==> src/rtl/buzzer_pkg.sv <==
// ============================================================================
//  Module      : buzzer_pkg
//  Description : Shared bus constants, prefetcher state type and note fields.
//  Revision    : 1.0
// ============================================================================
`default_nettype none

package buzzer_pkg;

  localparam logic [1:0] HTRANS_IDLE   = 2'b00;
  localparam logic [1:0] HTRANS_NONSEQ = 2'b10;

  localparam int BEAT_W = 4;
  localparam int TUNE_W = 8;
  localparam int NOTE_W = 16;

  typedef enum logic [2:0] {
    S_IDLE       = 3'd0,
    S_ADDR       = 3'd1,
    S_DATA       = 3'd2,
    S_WAIT_SPACE = 3'd3,
    S_DRAIN      = 3'd4
  } state_e;

endpackage

`default_nettype wire

==> src/rtl/note_fifo.sv <==
// ============================================================================
//  Module      : note_fifo
//  Description : Power-of-two note FIFO with flush and free-entry count.
//  Revision    : 1.0
// ============================================================================
`default_nettype none

module note_fifo #(
  parameter int DEPTH = 4,
  parameter int WIDTH = 16
) (
  input  logic                     clk,
  input  logic                     rst,
  input  logic                     push,
  input  logic [WIDTH-1:0]         push_data,
  input  logic                     pop,
  input  logic                     flush,
  output logic [WIDTH-1:0]         pop_data,
  output logic                     full,
  output logic                     empty,
  output logic [$clog2(DEPTH):0]   free
);

  localparam int AW = $clog2(DEPTH);
  localparam int CW = AW + 1;

  logic [WIDTH-1:0] mem_q [0:DEPTH-1];
  logic [AW-1:0]    wr_q, wr_d, rd_q, rd_d;
  logic [CW-1:0]    cnt_q, cnt_d;
  logic             do_push, do_pop;

  assign full     = (cnt_q == CW'(DEPTH));
  assign empty    = (cnt_q == '0);
  assign free     = CW'(DEPTH) - cnt_q;
  assign pop_data = empty ? '0 : mem_q[rd_q];

  always_comb begin
    // A simultaneous pop frees the slot the push needs, even when full.
    do_push = push & (~full | pop);
    do_pop  = pop & ~empty;
    wr_d    = wr_q;
    rd_d    = rd_q;
    cnt_d   = cnt_q;
    if (flush) begin
      wr_d  = '0;
      rd_d  = '0;
      cnt_d = '0;
    end else begin
      if (do_push) wr_d = wr_q + AW'(1);
      if (do_pop)  rd_d = rd_q + AW'(1);
      case ({do_push, do_pop})
        2'b10:   cnt_d = cnt_q + CW'(1);
        2'b01:   cnt_d = cnt_q - CW'(1);
        default: cnt_d = cnt_q;
      endcase
    end
  end

  always_ff @(posedge clk or posedge rst) begin
    if (rst) begin
      wr_q  <= '0;
      rd_q  <= '0;
      cnt_q <= '0;
    end else begin
      wr_q  <= wr_d;
      rd_q  <= rd_d;
      cnt_q <= cnt_d;
    end
  end

  always_ff @(posedge clk) begin
    if (do_push && !flush) mem_q[wr_q] <= push_data;
  end

endmodule

`default_nettype wire

==> src/rtl/note_prefetch.sv <==
// ============================================================================
//  Module      : note_prefetch
//  Description : AHB-Lite song-note prefetcher feeding a note FIFO.
//                Looping is built only with NOTE_PREFETCH_LOOP_EN defined.
//  Revision    : 1.0
// ============================================================================
`default_nettype none

module note_prefetch
  import buzzer_pkg::*;
#(
  parameter int          DEPTH    = 4,
  parameter logic [15:0] END_NOTE = 16'h0000
) (
  input  logic        clk,
  input  logic        rst,
  input  logic        start,
  input  logic        stop,
  input  logic [31:0] base_addr,
  input  logic        loop_en,
  output logic [31:0] HADDR,
  output logic [1:0]  HTRANS,
  output logic        HWRITE,
  input  logic [31:0] HRDATA,
  input  logic        HREADY,
  output logic        note_valid,
  input  logic        note_ready,
  output logic [15:0] note_data,
  output logic        busy,
  output logic        song_end
);

  localparam int             CW        = $clog2(DEPTH) + 1;
  localparam logic [CW-1:0]  FREE_PAIR = CW'(2);
  localparam logic [CW:0]    ROOM_PAIR = (CW+1)'(2);
  localparam logic [CW:0]    ROOM_WORD = (CW+1)'(3);

  state_e        state_q, state_d;
  logic [31:0]   ptr_q, ptr_d;
  logic [31:0]   haddr_q, haddr_d;
  logic          hi_pend_q, hi_pend_d;
  logic [15:0]   hi_note_q, hi_note_d;
  logic          stop_pend_q, stop_pend_d;

  logic          fifo_push, fifo_pop, fifo_flush, fifo_empty, unused_fifo_full;
  logic [15:0]   push_data;
  logic [CW-1:0] fifo_free;
  logic [CW:0]   room;
  logic          end_hit;

  note_fifo #(
    .DEPTH (DEPTH),
    .WIDTH (NOTE_W)
  ) u_fifo (
    .clk       (clk),
    .rst       (rst),
    .push      (fifo_push),
    .push_data (push_data),
    .pop       (fifo_pop),
    .flush     (fifo_flush),
    .pop_data  (note_data),
    .full      (unused_fifo_full),
    .empty     (fifo_empty),
    .free      (fifo_free)
  );

  assign note_valid = ~fifo_empty;
  assign fifo_pop   = note_valid & note_ready;
  assign room       = {1'b0, fifo_free} + {{CW{1'b0}}, fifo_pop};
  assign HADDR      = haddr_q;
  assign HTRANS     = (state_q == S_ADDR) ? HTRANS_NONSEQ : HTRANS_IDLE;
  assign HWRITE     = 1'b0;
  assign busy       = (state_q != S_IDLE);

`ifndef NOTE_PREFETCH_LOOP_EN
  logic unused_loop_en;
  assign unused_loop_en = loop_en;
`endif

  always_comb begin
    state_d     = state_q;
    ptr_d       = ptr_q;
    hi_pend_d   = hi_pend_q;
    hi_note_d   = hi_note_q;
    stop_pend_d = stop_pend_q;
    fifo_push   = 1'b0;
    push_data   = HRDATA[15:0];
    fifo_flush  = 1'b0;
    song_end    = 1'b0;
    end_hit     = 1'b0;

    if (start) begin
      fifo_flush  = 1'b1;
      ptr_d       = base_addr;
      hi_pend_d   = 1'b0;
      stop_pend_d = 1'b0;
      state_d     = S_ADDR;
    end else if (stop) begin
      fifo_flush = 1'b1;
      hi_pend_d  = 1'b0;
      // An outstanding data phase must still see HREADY before the bus is released.
      if (state_q == S_DATA && !hi_pend_q && !HREADY) begin
        stop_pend_d = 1'b1;
      end else begin
        stop_pend_d = 1'b0;
        state_d     = S_IDLE;
      end
    end else begin
      case (state_q)
        S_ADDR: if (HREADY) state_d = S_DATA;
        S_DATA: begin
          if (stop_pend_q) begin
            if (HREADY) begin
              stop_pend_d = 1'b0;
              state_d     = S_IDLE;
            end
          end else if (hi_pend_q) begin
            hi_pend_d = 1'b0;
            if (hi_note_q == END_NOTE) begin
              end_hit = 1'b1;
            end else begin
              fifo_push = 1'b1;
              push_data = hi_note_q;
              ptr_d     = ptr_q + 32'd4;
              state_d   = (room >= ROOM_WORD) ? S_ADDR : S_WAIT_SPACE;
            end
          end else if (HREADY) begin
            if (HRDATA[15:0] == END_NOTE) begin
              end_hit = 1'b1;
            end else begin
              fifo_push = 1'b1;
              hi_note_d = HRDATA[31:16];
              hi_pend_d = 1'b1;
            end
          end
        end
        S_WAIT_SPACE: if (fifo_free >= FREE_PAIR) state_d = S_ADDR;
        S_DRAIN: begin
          if (fifo_empty) begin
            song_end = 1'b1;
            state_d  = S_IDLE;
          end
        end
        default: state_d = state_q;
      endcase

      if (end_hit) begin
`ifdef NOTE_PREFETCH_LOOP_EN
        if (loop_en) begin
          ptr_d   = base_addr;
          state_d = (room >= ROOM_PAIR) ? S_ADDR : S_WAIT_SPACE;
        end else begin
          state_d = S_DRAIN;
        end
`else
        state_d = S_DRAIN;
`endif
      end
    end

    haddr_d = (state_d == S_ADDR) ? ptr_d : haddr_q;
  end

  always_ff @(posedge clk or posedge rst) begin
    if (rst) begin
      state_q     <= S_IDLE;
      ptr_q       <= '0;
      haddr_q     <= '0;
      hi_pend_q   <= 1'b0;
      hi_note_q   <= '0;
      stop_pend_q <= 1'b0;
    end else begin
      state_q     <= state_d;
      ptr_q       <= ptr_d;
      haddr_q     <= haddr_d;
      hi_pend_q   <= hi_pend_d;
      hi_note_q   <= hi_note_d;
      stop_pend_q <= stop_pend_d;
    end
  end

endmodule

`default_nettype wire

==> config.mk <==
export PLATFORM = sky130hd
export DESIGN_NAME = note_prefetch
export DESIGN_NICKNAME = d
export VERILOG_FILES = /design/src/rtl/buzzer_pkg.sv /design/src/rtl/note_fifo.sv /design/src/rtl/note_prefetch.sv
export SDC_FILE = /design/constraint.sdc
export NUM_CORES = 1
export LEC_CHECK = 0
export ABC_CLOCK_PERIOD_IN_PS = 4660
export CAP_MARGIN = 40
export CELL_PAD_IN_SITES_DETAIL_PLACEMENT = 0
export CELL_PAD_IN_SITES_GLOBAL_PLACEMENT = 2
export CORE_UTILIZATION = 39
export CTS_CLUSTER_DIAMETER = 50
export CTS_CLUSTER_SIZE = 24
export DETAILED_ROUTE_END_ITERATION = 16
export GPL_TIMING_DRIVEN = 0
export PLACE_DENSITY = 0.91
export SLEW_MARGIN = 20
export SYNTH_ARGS = -nofsm -noshare
export SYNTH_HDL_FRONTEND = slang
export SYNTH_SLANG_ARGS = --single-unit
==> constraint.sdc <==
create_clock -name clk -period 4.66 [get_ports clk]
set_input_delay 0.932 -clock clk [delete_from_list [all_inputs] [get_ports clk]]
set_output_delay 0.932 -clock clk [all_outputs]
set_load 0.1 [all_outputs]
==> impl_metrics.toml <==
[min_path]
whs_path_depth = 1
hold_start = "ptr_q[0]$_DFF_PP0_"
min_to = "ptr_q[0]$_DFF_PP0_"
worstHoldPathType = "flip-flop to flip-flop"

[cts]
cts_made_buffers = 17
cts-resized-gates = 0
cts-root-buf = "clkbuf_16"
cts_setup_buffers = 0
clk_pin_slew_ns = 0.06
cts_tree = "yes"
cts_num_sinks = 156
cts_buffer_depth = 2
insertion_delay_ns = 0.42
postCtsHoldBufs = 0
htree_levels = 4

[run_status]
outcome = "completed"

[die]
initial_core_util_pct = 40.3
die_h_um = 142
coreArea_um2 = 19000
die_x_um = 142
io_pins = 125
rows = 50
die_area_um2 = 20200

[global_routing]
grt_antenna_before_repair = 1
grt_pass1_wl_um = 29800
overflow = 0
grt_pass1_vias = 5618
grt_usage_pct = 19.4
grt_max_degree = 69

[detailed_routing]
drtIter0Drc = 313
via_count = 5506
dr.pass1.iters = 5
drcViolationCount = 0
final_antenna_net_count = 0
via_per_inst = 5.21
wl_per_cell_um = 17.7
drt_wl_total_um = 18700

[finish]
n_antenna_cell = 0
final_cells = 1057
area.growth.synth_to_final_pct = 38.8
drive_gt1_share_pct = 24.2
fillers = 1550
fin_nets = 867

[worst_setup_path]
slowest_delay_ns = 0.57
path_common_cell = "clkbuf_1"
crit_path_end_kind = "primary output"
crit_required_ns = 3.73
cp_max_fo = 9
startpoint_type = "flip-flop"
worstSetupPathType = "flip-flop to primary output"
arrival_ns = 3.13
r2r-end = "HADDR[0]$_DFFE_PP0N_"
crit_buf_inv = 5
slowest_stage = "clkbuf_1"
rrSetupSlack_ns = 1.26
cp_cell_sequence = "clkbuf_1 > clkbuf_1 > buf_6 > mux4_2 > and2_1 > clkdlybuf4s50_1 > buf_8"
timing.rr.start = "hi_note_q[10]$_DFFE_PP0P_"
reg2reg_depth = 7
crit_family = "buffers and inverters"

[pwr]
powerDensity_nw_per_um2 = 369
ir_worst_vdd_v = 0.000270
p_leak_uw = 0.00408

[placed_design]
dp_slack_ns = 0.662
dp.cells = 1019
portBuffers = 120
place.gp.congestion = 0.809
dp_hpwl_um = 13700

[synthesis]
synth-edff-count = 64
yosys_most_used_dff = "dfrtp_1"
ys_seq_area_share_pct = 55.3
syn-mean-instance-area_um2 = 13.1
yosys.cell_types.count = 61
ys_warn_count = 0
async_reset_ff_share_pct = 59.0
syn_area_um2 = 7640
synth-seq-cells = 156
synthCells = 584

[timing]
fin_crit_sh_pct = 87.2
setup_viol = 0
fin_skew_ns = 0.0100
maxSlewViolCount = 0
hold_ws_ns = 0.513
fin_tns_setup_ns = 0
max_clock_freq_mhz = 246
final_hold_viol_count = 0
period_minus_slack_ns = 4.07
worstMarginPinSlew_ns = 0.920
rsz0062_at_grt = "no"
slew_headroom_pct = 37.8
postLayoutSetupSlackWorst_ns = 0.595

[flow_run]
cap_violations = 0
## registers in the layout, summed over array words and instances (netlist names)
signal / cells
ptr_q: 32
HADDR: 32
u_fifo.wr_q: 2
u_fifo.mem_q: 64
stop_pend_q: 1
u_fifo.rd_q: 2
u_fifo.cnt_q: 3
hi_note_q: 16
state_q: 3
hi_pend_q: 1
## worst max path at each step
| stage | startpoint | endpoint | slack, ns | cells past startpoint |
|---|---|---|---|---|
| global route | u_fifo.rd_q[0]$_DFFE_PP0P_ | note_data[12] | 0.42 | 7 |
| floorplan | u_fifo.cnt_q[0]$_DFFE_PP0P_ | note_data[10] | 0.89 | 6 |
| CTS | u_fifo.rd_q[0]$_DFFE_PP0P_ | note_data[14] | 0.19 | 6 |
| finish | u_fifo.rd_q[0]$_DFFE_PP0P_ | note_data[12] | 0.59 | 7 |
| detailed placement | HRDATA[12] | HADDR[6]$_DFFE_PP0N_ | 0.66 | 8 |
| global placement | rst | hi_note_q[2]$_DFFE_PP0P_ | -0.16 | 2 |
## synthesized netlist by cell type, drive strengths merged, types with 4 or more instances
| cell type | instances | share of area (%) |
|---|---|---|
| mux2 | 68 | 11 |
| o31a | 10 | 1.1 |
| o211ai | 5 | 0.49 |
| dfrtp | 92 | 30 |
| inv | 13 | 0.64 |
| edfxtp | 64 | 25 |
| and4 | 4 | 0.46 |
| nand2b | 14 | 1.1 |
| and2 | 24 | 2.0 |
| ha | 11 | 1.8 |
| nand3 | 18 | 1.2 |
| mux2i | 4 | 0.52 |
| nor3 | 7 | 0.61 |
| and3 | 5 | 0.41 |
| xnor2 | 10 | 1.1 |
| xor2 | 9 | 1.0 |
| buf | 10 | 1.3 |
| nand4 | 13 | 1.1 |
| mux4 | 16 | 4.7 |
| nand2 | 41 | 2.0 |
| a21oi | 9 | 0.59 |
| or4 | 5 | 0.64 |
| nor2 | 28 | 1.4 |
| clkbuf | 21 | 1.0 |
| o21ai | 18 | 1.2 |
| nor4 | 15 | 1.3 |
| nor2b | 12 | 0.98 |
## area by class of cell
cell class	instances	area [µm²]	area share [%]
Clock inverter	13	93.8	0.885
Inverter	13	53.8	0.507
Timing Repair Buffer	180	2110	19.8
Buffer	31	176	1.66
Clock buffer	19	433	4.08
Sequential cell	156	4220	39.8
Multi-Input combinational cell	385	3200	30.1
Tap cell	260	325	3.07
## per-layer routing
layer / vias up / part of all wire, % / GRT usage [%]
li1: 2573 / - / -
met4: 0 / 1.9 / 7.13
met3: 29 / 5.1 / 4.41
met5: - / 0 / 0
met1: 2723 / 44 / 25.0
met2: 181 / 49 / 31.9
## power by group
part	switching, µW	internal (µW)
clock	553	682
combinational	632	443
sequential	74.7	1530
## cell families (layout without fill, tap and decap cells)
family          Yosys count  after routing  share of synthesized area [%]
compound gates           63             63                           6.01
xor+xnor                 19             19                           2.18
fa+ha+maj                12             12                           2.06
buf+inv                  44            256                           2.95
flops                   156            156                           55.3
mux                      88             88                           16.7
other cells               1              2                         0.0491
simple gates            201            201                           14.8
## placed cells by master (no fill, tap or decap), drive strengths merged, types with 7 or more instances in the layout
master,n
a21oi,9
and2,24
buf,70
clkbuf,40
clkdlybuf4s50,120
clkinv,7
dfrtp,92
edfxtp,64
ha,11
inv,16
mux2,68
mux4,16
nand2,41
nand2b,14
nand3,18
nand4,13
nor2,28
nor2b,12
nor3,7
nor4,15
o21ai,18
o31a,10
xnor2,10
xor2,9
## metrics by stage
stage                     total power (µW)  util, %  area (µm²)
final                                 3910     56.0       10600
after global routing                  4060     56.0       10600
after CTS                             3950     55.6       10500
after detailed placement              2700     52.8       10000
after global placement                2510     48.4        9170
after floorplan                       2260        -        7650
Note: power is estimated with default switching activity, not from simulation.
